## src/rtl/dmem_stream_loader.sv

```systemverilog
// Streams complex samples into dmem port 1 in natural or bit-reversed order,
// one registered write per accepted sample, and reports frame completion.
module dmem_stream_loader #(
    parameter int width     = 24,
    parameter int addr_bits = 10,
    parameter int log2_bits = 4
) (
    input  logic                 clk,
    input  logic                 rst_n,
    input  logic                 start,
    input  logic                 abort,
    input  logic [log2_bits-1:0] cfg_log2n,
    input  logic                 cfg_bitrev,
    input  logic [addr_bits-1:0] cfg_base,
    input  logic                 in_valid,
    input  logic [width-1:0]     in_data,
    output logic                 in_ready,
    output logic                 CSB1,
    output logic                 WEB1,
    output logic                 OEB1,
    output logic [addr_bits-1:0] A1,
    output logic [width-1:0]     I1,
    output logic                 busy,
    output logic                 done,
    output logic                 cfg_err,
    output logic [15:0]          frame_cnt
);

    localparam logic [1:0] ST_IDLE  = 2'd0;
    localparam logic [1:0] ST_LOAD  = 2'd1;
    localparam logic [1:0] ST_FLUSH = 2'd2;

    localparam logic [log2_bits-1:0] MAX_LOG2 = log2_bits'(addr_bits);

    logic [1:0]           state_q,     state_d;
    logic [addr_bits-1:0] cnt_q,       cnt_d;
    logic [log2_bits-1:0] log2n_q,     log2n_d;
    logic                 bitrev_q,    bitrev_d;
    logic [addr_bits-1:0] base_q,      base_d;
    logic                 csb_q,       csb_d;
    logic                 web_q,       web_d;
    logic [addr_bits-1:0] addr_q,      addr_d;
    logic [width-1:0]     data_q,      data_d;
    logic                 done_q,      done_d;
    logic                 cfg_err_q,   cfg_err_d;
    logic [15:0]          frame_cnt_q, frame_cnt_d;

    logic                 load_st;
    logic                 accept;
    logic                 cfg_legal;
    logic                 last_sample;
    logic [addr_bits-1:0] last_idx;
    logic [addr_bits-1:0] rev_full;
    logic [log2_bits-1:0] rev_shift;
    logic [addr_bits-1:0] wr_addr;

    assign load_st   = (state_q == ST_LOAD);
    assign accept    = in_valid & load_st;
    assign cfg_legal = (cfg_log2n != '0) && (cfg_log2n <= MAX_LOG2);

    // Index of the final sample: 2**log2n - 1, valid up to log2n == addr_bits.
    assign last_idx    = ~({addr_bits{1'b1}} << log2n_q);
    assign last_sample = (cnt_q == last_idx);

    // Reversing the full-width counter and shifting down leaves exactly the
    // low log2n bits reversed, since the counter never exceeds 2**log2n - 1.
    always_comb begin
        rev_full = '0;
        for (int j = 0; j < addr_bits; j++) begin
            rev_full[j] = cnt_q[addr_bits-1-j];
        end
    end

    assign rev_shift = MAX_LOG2 - log2n_q;
    assign wr_addr   = base_q | (bitrev_q ? (rev_full >> rev_shift) : cnt_q);

    always_comb begin
        // NOTE: every _d gets a default first so no path through this block infers a latch.
        state_d     = state_q;
        cnt_d       = cnt_q;
        log2n_d     = log2n_q;
        bitrev_d    = bitrev_q;
        base_d      = base_q;
        csb_d       = 1'b1;
        web_d       = 1'b1;
        addr_d      = addr_q;
        data_d      = data_q;
        done_d      = 1'b0;
        cfg_err_d   = cfg_err_q;
        frame_cnt_d = frame_cnt_q;

        if (abort) begin
            state_d = ST_IDLE;
        end else begin
            case (state_q)
                ST_IDLE: begin
                    if (start) begin
                        if (cfg_legal) begin
                            state_d   = ST_LOAD;
                            log2n_d   = cfg_log2n;
                            bitrev_d  = cfg_bitrev;
                            base_d    = cfg_base;
                            cnt_d     = '0;
                            cfg_err_d = 1'b0;
                        end else begin
                            cfg_err_d = 1'b1;
                        end
                    end
                end
                ST_LOAD: begin
                    if (accept) begin
                        csb_d  = 1'b0;
                        web_d  = 1'b0;
                        addr_d = wr_addr;
                        data_d = in_data;
                        cnt_d  = cnt_q + addr_bits'(1);
                        if (last_sample) begin
                            state_d     = ST_FLUSH;
                            done_d      = 1'b1;
                            frame_cnt_d = frame_cnt_q + 16'd1;
                        end
                    end
                end
                ST_FLUSH: begin
                    state_d = ST_IDLE;
                end
                default: begin
                    state_d = ST_IDLE;
                end
            endcase
        end
    end

    // NOTE: sequential state uses non-blocking assignments only, so every flop samples pre-edge values.
    always_ff @(posedge clk or negedge rst_n) begin
        if (!rst_n) begin
            state_q     <= ST_IDLE;
            cnt_q       <= '0;
            log2n_q     <= '0;
            bitrev_q    <= 1'b0;
            base_q      <= '0;
            csb_q       <= 1'b1;
            web_q       <= 1'b1;
            addr_q      <= '0;
            data_q      <= '0;
            done_q      <= 1'b0;
            cfg_err_q   <= 1'b0;
            frame_cnt_q <= '0;
        end else begin
            state_q     <= state_d;
            cnt_q       <= cnt_d;
            log2n_q     <= log2n_d;
            bitrev_q    <= bitrev_d;
            base_q      <= base_d;
            csb_q       <= csb_d;
            web_q       <= web_d;
            addr_q      <= addr_d;
            data_q      <= data_d;
            done_q      <= done_d;
            cfg_err_q   <= cfg_err_d;
            frame_cnt_q <= frame_cnt_d;
        end
    end

    assign in_ready  = load_st;
    assign busy      = load_st;
    assign CSB1      = csb_q;
    assign WEB1      = web_q;
    assign OEB1      = 1'b1;
    assign A1        = addr_q;
    assign I1        = data_q;
    assign done      = done_q;
    assign cfg_err   = cfg_err_q;
    assign frame_cnt = frame_cnt_q;

endmodule
```

## config.mk

```make
export PLATFORM = sky130hd
export DESIGN_NAME = dmem_stream_loader
export DESIGN_NICKNAME = d
export VERILOG_FILES = /design/src/rtl/dmem_stream_loader.sv
export SDC_FILE = /design/constraint.sdc
export NUM_CORES = 1
export LEC_CHECK = 0
export CELL_PAD_IN_SITES_DETAIL_PLACEMENT = 1
export CELL_PAD_IN_SITES_GLOBAL_PLACEMENT = 2
export CORE_MARGIN = 2
export CORE_UTILIZATION = 30
export DETAILED_ROUTE_END_ITERATION = 10
export MAX_ROUTING_LAYER = met4
export PLACE_DENSITY_LB_ADDON = 0.08
export SLEW_MARGIN = 20
export SYNTH_ARGS = -nofsm -noshare
export SYNTH_HDL_FRONTEND = slang
export SYNTH_SLANG_ARGS = --single-unit
```

## constraint.sdc

```tcl
create_clock -name clk -period 3 [get_ports clk]
set_input_delay 0.6 -clock clk [delete_from_list [all_inputs] [get_ports clk]]
set_output_delay 0.6 -clock clk [all_outputs]
set_load 0.05 [all_outputs]
```

==> results_dict.tcl <==
set metrics [dict create \
    htreeDepth 3 \
    grt_pass1_vias 3676 \
    clock_skew_ns 0.00549 \
    worstPathCellList "inv_1 > ha_1 > mux2_2 > mux2i_1 > o21ai_0 > a221oi_1 > o21ai_0" \
    grt_max_degree 52 \
    die_w_um 123 \
    tns_ns 0 \
    areaGrowthSynthToFinish_pct 36.0 \
    globalRouteTotalUtil_pct 17.0 \
    firstDrtPassIters 4 \
    yosys.area_share.simple_pct 23.1 \
    rows 43 \
    die_h_um 123 \
    cts_setup_buffers 0 \
    dpl_cell_area_um2 5380 \
    p_int_mw 2.69 \
    synth_compound_area_share_pct 10.8 \
    finalNetCount 574 \
    dp.final_hpwl_mm 8.26 \
    criticalPathCategory "reg2reg" \
    n_antenna_cell 0 \
    path_clk_slew_ns 0.06 \
    port_buffers 99 \
    worst_pin_slew_ns 0.742 \
    p_leak_nw 2.55 \
    coreArea_um2 13800 \
    drc 0 \
    clock-sinks 80 \
    crit_slowest_cell "ha_1" \
    drt-vias-per-instance 4.97 \
    synth_area_um2 4230 \
    fin_area_um2 5750 \
    setup_viol 0 \
    cpMostUsedCell "o21ai_0" \
    synth.distinct_cells 58 \
    clk_latency_ns 0.34 \
    startpoint_type "flop" \
    cap_violations 0 \
    status "finished clean" \
    ir_drop_mv 0.527 \
    cts_buffers 9 \
    synth_fa_ha_area_share_pct 1.78 \
    cts_tree "built" \
    p_total_mw 4.21 \
    grt_pass1_wl_mm 19.2 \
    antenna_found_initial 0 \
    holdBufCountCts 0 \
    slew_headroom_pct 50.5 \
    synth_xor_area_share_pct 3.73 \
    pwr-share-clk_pct 32.4 \
    final_hold_viol_count 0 \
    vias 3525 \
    yosys_most_used_dff "dfrtp_1" \
    endpoint_kind "flop" \
    gp_congestion 0.818 \
    power_frac_seq_pct 33.2 \
    cts_buffer_depth 2 \
    p_sw_mw 1.52 \
    route.detailed.wl_per_inst_um 16.5 \
    swShare_pct 36.2 \
    synth-edff-count 0 \
    cts-root-buf "clkbuf_16" \
    drt.antenna.violating_nets 0 \
    cp.arrival_ns 2.90 \
    worstPathRequired_ns 3.21 \
    rsz0062_at_grt "false" \
    critPathMaxStageDelay_ns 0.59 \
    dieArea_um2 15100 \
    final.hold.worst_slack_ns 0.296 \
    io_pins 101 \
    comb_power_share_pct 34.5 \
    synthArstFlopShare_pct 100 \
    initial_core_util_pct 30.6 \
    slew_violations 0 \
    synth_top_family_by_area "simple AND/OR/NAND/NOR gates" \
    power_density_nw_per_um2 733 \
    syn-num-nets 485 \
    synth_cells 435 \
    post-route-period-util_pct 89.6 \
    synthMuxAreaShare_pct 8.02 \
    drive_gt1_share_pct 11.7 \
    hold_class "in2async" \
    avgSynthCellArea_um2 9.72 \
    seq_area_frac_synth_pct 47.4 \
    timing.fmax_ghz 0.372 \
    fill_cells 1558 \
    synth-seq-cells 80 \
    path_max_fanout 13 \
    grt_overflow 0 \
    post_cts_resized 0 \
    r2r_cells 7 \
    routed_wl_mm 11.7 \
    drt_first_iter_violations 164 \
    timing.final.crit_period_ns 2.69 \
    synth_warnings 0 \
]
-- synthesized netlist by cell type (all sizes together) (3+ instances only) --
master	count	area, um2
a21oi	7	35.0
nor2	14	52.6
buf	16	108
a221oi	8	70.1
nand2b	3	18.8
nand4	9	56.3
and3	5	31.3
nor3	5	25.0
o21ai	35	175
mux2i	8	80.1
xor2	17	149
nand2	109	409
nand3	4	20.0
mux2	19	214
inv	11	43.8
dfrtp	79	1980
a22o	3	26.3
ha	6	75.1
and4	3	26.3
nor4	22	224
clkbuf	17	63.8
-- power by group through the flow --
stage	logic [mW]	registers, mW	clock network, mW
global route	1.56	1.43	1.45
finish	1.45	1.40	1.36
global placement	1.45	1.42	0
floorplan	0.562	1.82	0
detailed placement	1.47	1.42	0
CTS	1.47	1.40	1.41
-- registers in the layout, indices dropped and copies added, names as in the netlist --
| signal | flops |
|---|---|
| cnt_q | 10 |
| state_q | 2 |
| I1 | 24 |
| base_q | 10 |
| WEB1 | 1 |
| done | 1 |
| frame_cnt | 16 |
| log2n_q | 4 |
| cfg_err | 1 |
| A1 | 10 |
| bitrev_q | 1 |
-- layout make-up --
class                   instances  area [um2]  share of cell area, %
well taps                     180         225                   3.92
clock buffers                  11         243                   4.22
inverters                      11        43.8                  0.762
flip-flops and latches         80        2000                   34.9
repair buffers                111        1090                   19.0
clock inverters                 5         128                   2.22
multi-input cells             311        2010                   35.0
-- kinds of logic after synthesis --
group,Yosys count
muxes,29
buffers and inverters,44
and+or+nand+nor,187
DFF,80
xor gates and xnor gates,18
adders and majority gates,6
AOI/OAI and AO/OA,70
other,1
-- worst max-delay path, delay by kind of cell (launching register included) --
kind | cells | cell delay, ns
AOI/OAI and AO/OA | 3 | 0.71
muxes | 2 | 0.63
adders and majority gates | 1 | 0.59
DFF | 1 | 0.50
buffers and inverters | 1 | 0.11
-- layout by cell type (no fill, tap or decap), drive strengths merged, types with 2 or more instances in the layout --
cell	n
a21o	2
nand3	4
o31ai	2
a31oi	2
clkdlybuf4s50	98
o21ai	35
and3	5
nand4	9
xor2	17
a22o	3
nand2b	3
mux2i	8
inv	11
and2	2
nor3	5
nor4b	2
nor4	22
bufinv	4
nand2	109
a21oi	7
nor2	14
nor3b	2
a221oi	8
buf	13
and4	3
dfrtp	79
mux4	2
ha	6
clkbuf	11
mux2	19
a211oi	2
-- stage by stage --
| stage | worst slack, ns | std cells | util (%) |
|---|---|---|---|
| floorplan | 0.407 | 435 | - |
| global placement | 0.317 | 693 | 38.9 |
| detailed placement | 0.296 | 693 | 38.9 |
| CTS | 0.282 | 709 | 41.6 |
| global route | 0.136 | 709 | 41.6 |
| finish | 0.313 | 709 | 41.6 |
-- metal layers --
layer	GRT usage [%]	vias up	share of wire, %
li1	-	1696	-
met2	29.1	70	51
met1	20.1	1749	43
met4	4.74	0	1.2
met5	-	-	0
met3	3.72	10	4.0
-- worst paths after layout --
| check | slack, ns | from | endpoint |
|---|---|---|---|
| min in group clk | 0.47 | I1[18] | I1[18] |
| setup / recovery | 0.31 | log2n_q[1] | A1[4] |
| max in group asynchronous | 2.01 | rst_n | WEB1 |
| hold reg to reg | 0.47 | I1[18] | I1[18] |
| hold / removal | 0.30 | rst_n | frame_cnt[10] |
| setup reg to reg | 0.31 | log2n_q[1] | A1[4] |
Note: power is estimated with default switching activity, not from simulation.
==> RTL edit, RTL diff (same flow settings) <==
Take the reset off `data_q` and load it in a clocked block of its own.
--- a/src/rtl/dmem_stream_loader.sv
+++ b/src/rtl/dmem_stream_loader.sv
@@ -142,7 +142,6 @@
             csb_q       <= 1'b1;
             web_q       <= 1'b1;
             addr_q      <= '0;
-            data_q      <= '0;
             done_q      <= 1'b0;
             cfg_err_q   <= 1'b0;
             frame_cnt_q <= '0;
@@ -155,11 +154,14 @@
             csb_q       <= csb_d;
             web_q       <= web_d;
             addr_q      <= addr_d;
-            data_q      <= data_d;
             done_q      <= done_d;
             cfg_err_q   <= cfg_err_d;
             frame_cnt_q <= frame_cnt_d;
         end
+    end
+
+    always_ff @(posedge clk) begin
+        data_q <= data_d;
     end
 
     assign in_ready  = load_st;
Check against the original RTL: differs if rst_n is asserted again (counterexample within 4 cycles, from zero or initial values and one cycle with rst_n low); with rst_n held inactive, the same outputs for 4 cycles.
==> RTL edit against the unedited design <==
Final cell count fell by 11%; power fell by 22%; cell area fell by 6.6%; area after synthesis fell by 8.4%; non-clock buffer count rose by 2; first-iteration DRC count fell by 46%; routed wire length fell by 10%; worst setup slack got worse by 0.11 ns; sequential cell count did not move; global-route usage fell by 0.92 points; critical path type unchanged.
==> RTL edit: results (changes against the unedited design) <==
- The layout net count is 503 (-12%).
- The run finished with clean final reports.
- The most critical setup path has its endpoint at frame_cnt[1].
- The overall routing resource usage was 0.161 (-0.00924).
- The number of standard cells after synthesis came to 354 (-19%).
- The post-place setup slack was 0.0163 ns (-0.279 ns).
- The cell area reported after detailed placement was 5070 um^2 (-5.8%).
- The post-synthesis share of cell area spent on xor and xnor gates is 0.0407 (+0.00341).
- The number of nets in the synthesized netlist was 404 (-17%).
- The sum of net half-perimeters after detailed placement is 7680 um (-7.0%).
- The power density over the cells is 614 nW/um^2 (-16%).
- Ranked by instance count, the synthesized netlist is headed by sky130_fd_sc_hd__dfrtp_1 (55), sky130_fd_sc_hd__nand2_1 (40), sky130_fd_sc_hd__o21ai_0 (39).
- The highest fanout seen on the critical path was 10 (-3).
- The fraction of the yosys area taken by sequential cells was 0.548 (+0.0744).
- Sorting the synthesized cells by area gives the leading types as sky130_fd_sc_hd__dfrtp_1 (36%), sky130_fd_sc_hd__edfxtp_1 (19%), sky130_fd_sc_hd__o21ai_0 (5.0%).
- The number of DRC markers in iteration 0 is 89 (-46%).
- The post-layout instance count excluding filler cells is 630 (-11%).
- The worst clock skew on the final layout is 0.00428 ns (-0.00122 ns).
- The total leakage power is 0.00219 uW (-14%).
- The post-route total power is 3290 uW (-22%).
- The upper clock frequency limit is 357 MHz (-4.1%).
- The proportion of synthesized area in mux cells is 0.0730 (-0.00720).
- The last weighted congestion value of the routability-driven placer came to 0.836 (+2.3%).
- The post-route worst hold slack was 0.310 ns (+0.0146 ns).
- The data arrival time of the critical path is 3.02 ns (+0.12 ns).
RTL edit: critical path, cell delays in order (launching register included):
cell                      delay [ns]
sky130_fd_sc_hd__dfrtp_1        0.50
sky130_fd_sc_hd__ha_1           0.23
sky130_fd_sc_hd__inv_1          0.05
sky130_fd_sc_hd__ha_1           0.21
sky130_fd_sc_hd__xnor2_1        0.14
sky130_fd_sc_hd__o31a_1         0.24
sky130_fd_sc_hd__o22ai_1        0.25
sky130_fd_sc_hd__nand4_2        0.35
sky130_fd_sc_hd__nor2_1         0.35
sky130_fd_sc_hd__mux2_2         0.37
RTL edit: final cells by class:
cell class              count  share of cell area
flip-flops and latches     80               0.396
well taps                 172              0.0401
inverters                  12             0.00839
clock buffers               9              0.0419
clock inverters             7              0.0117
repair buffers            113               0.209
multi-input cells         237               0.293
RTL edit: routing by layer:
metal  up-vias  track usage  wire [um]
li1       1475            -          -
met1      1540        0.218       5110
met2        86        0.243       4790
met3         8       0.0310        477
met4         0       0.0542        114
met5         -            -          0
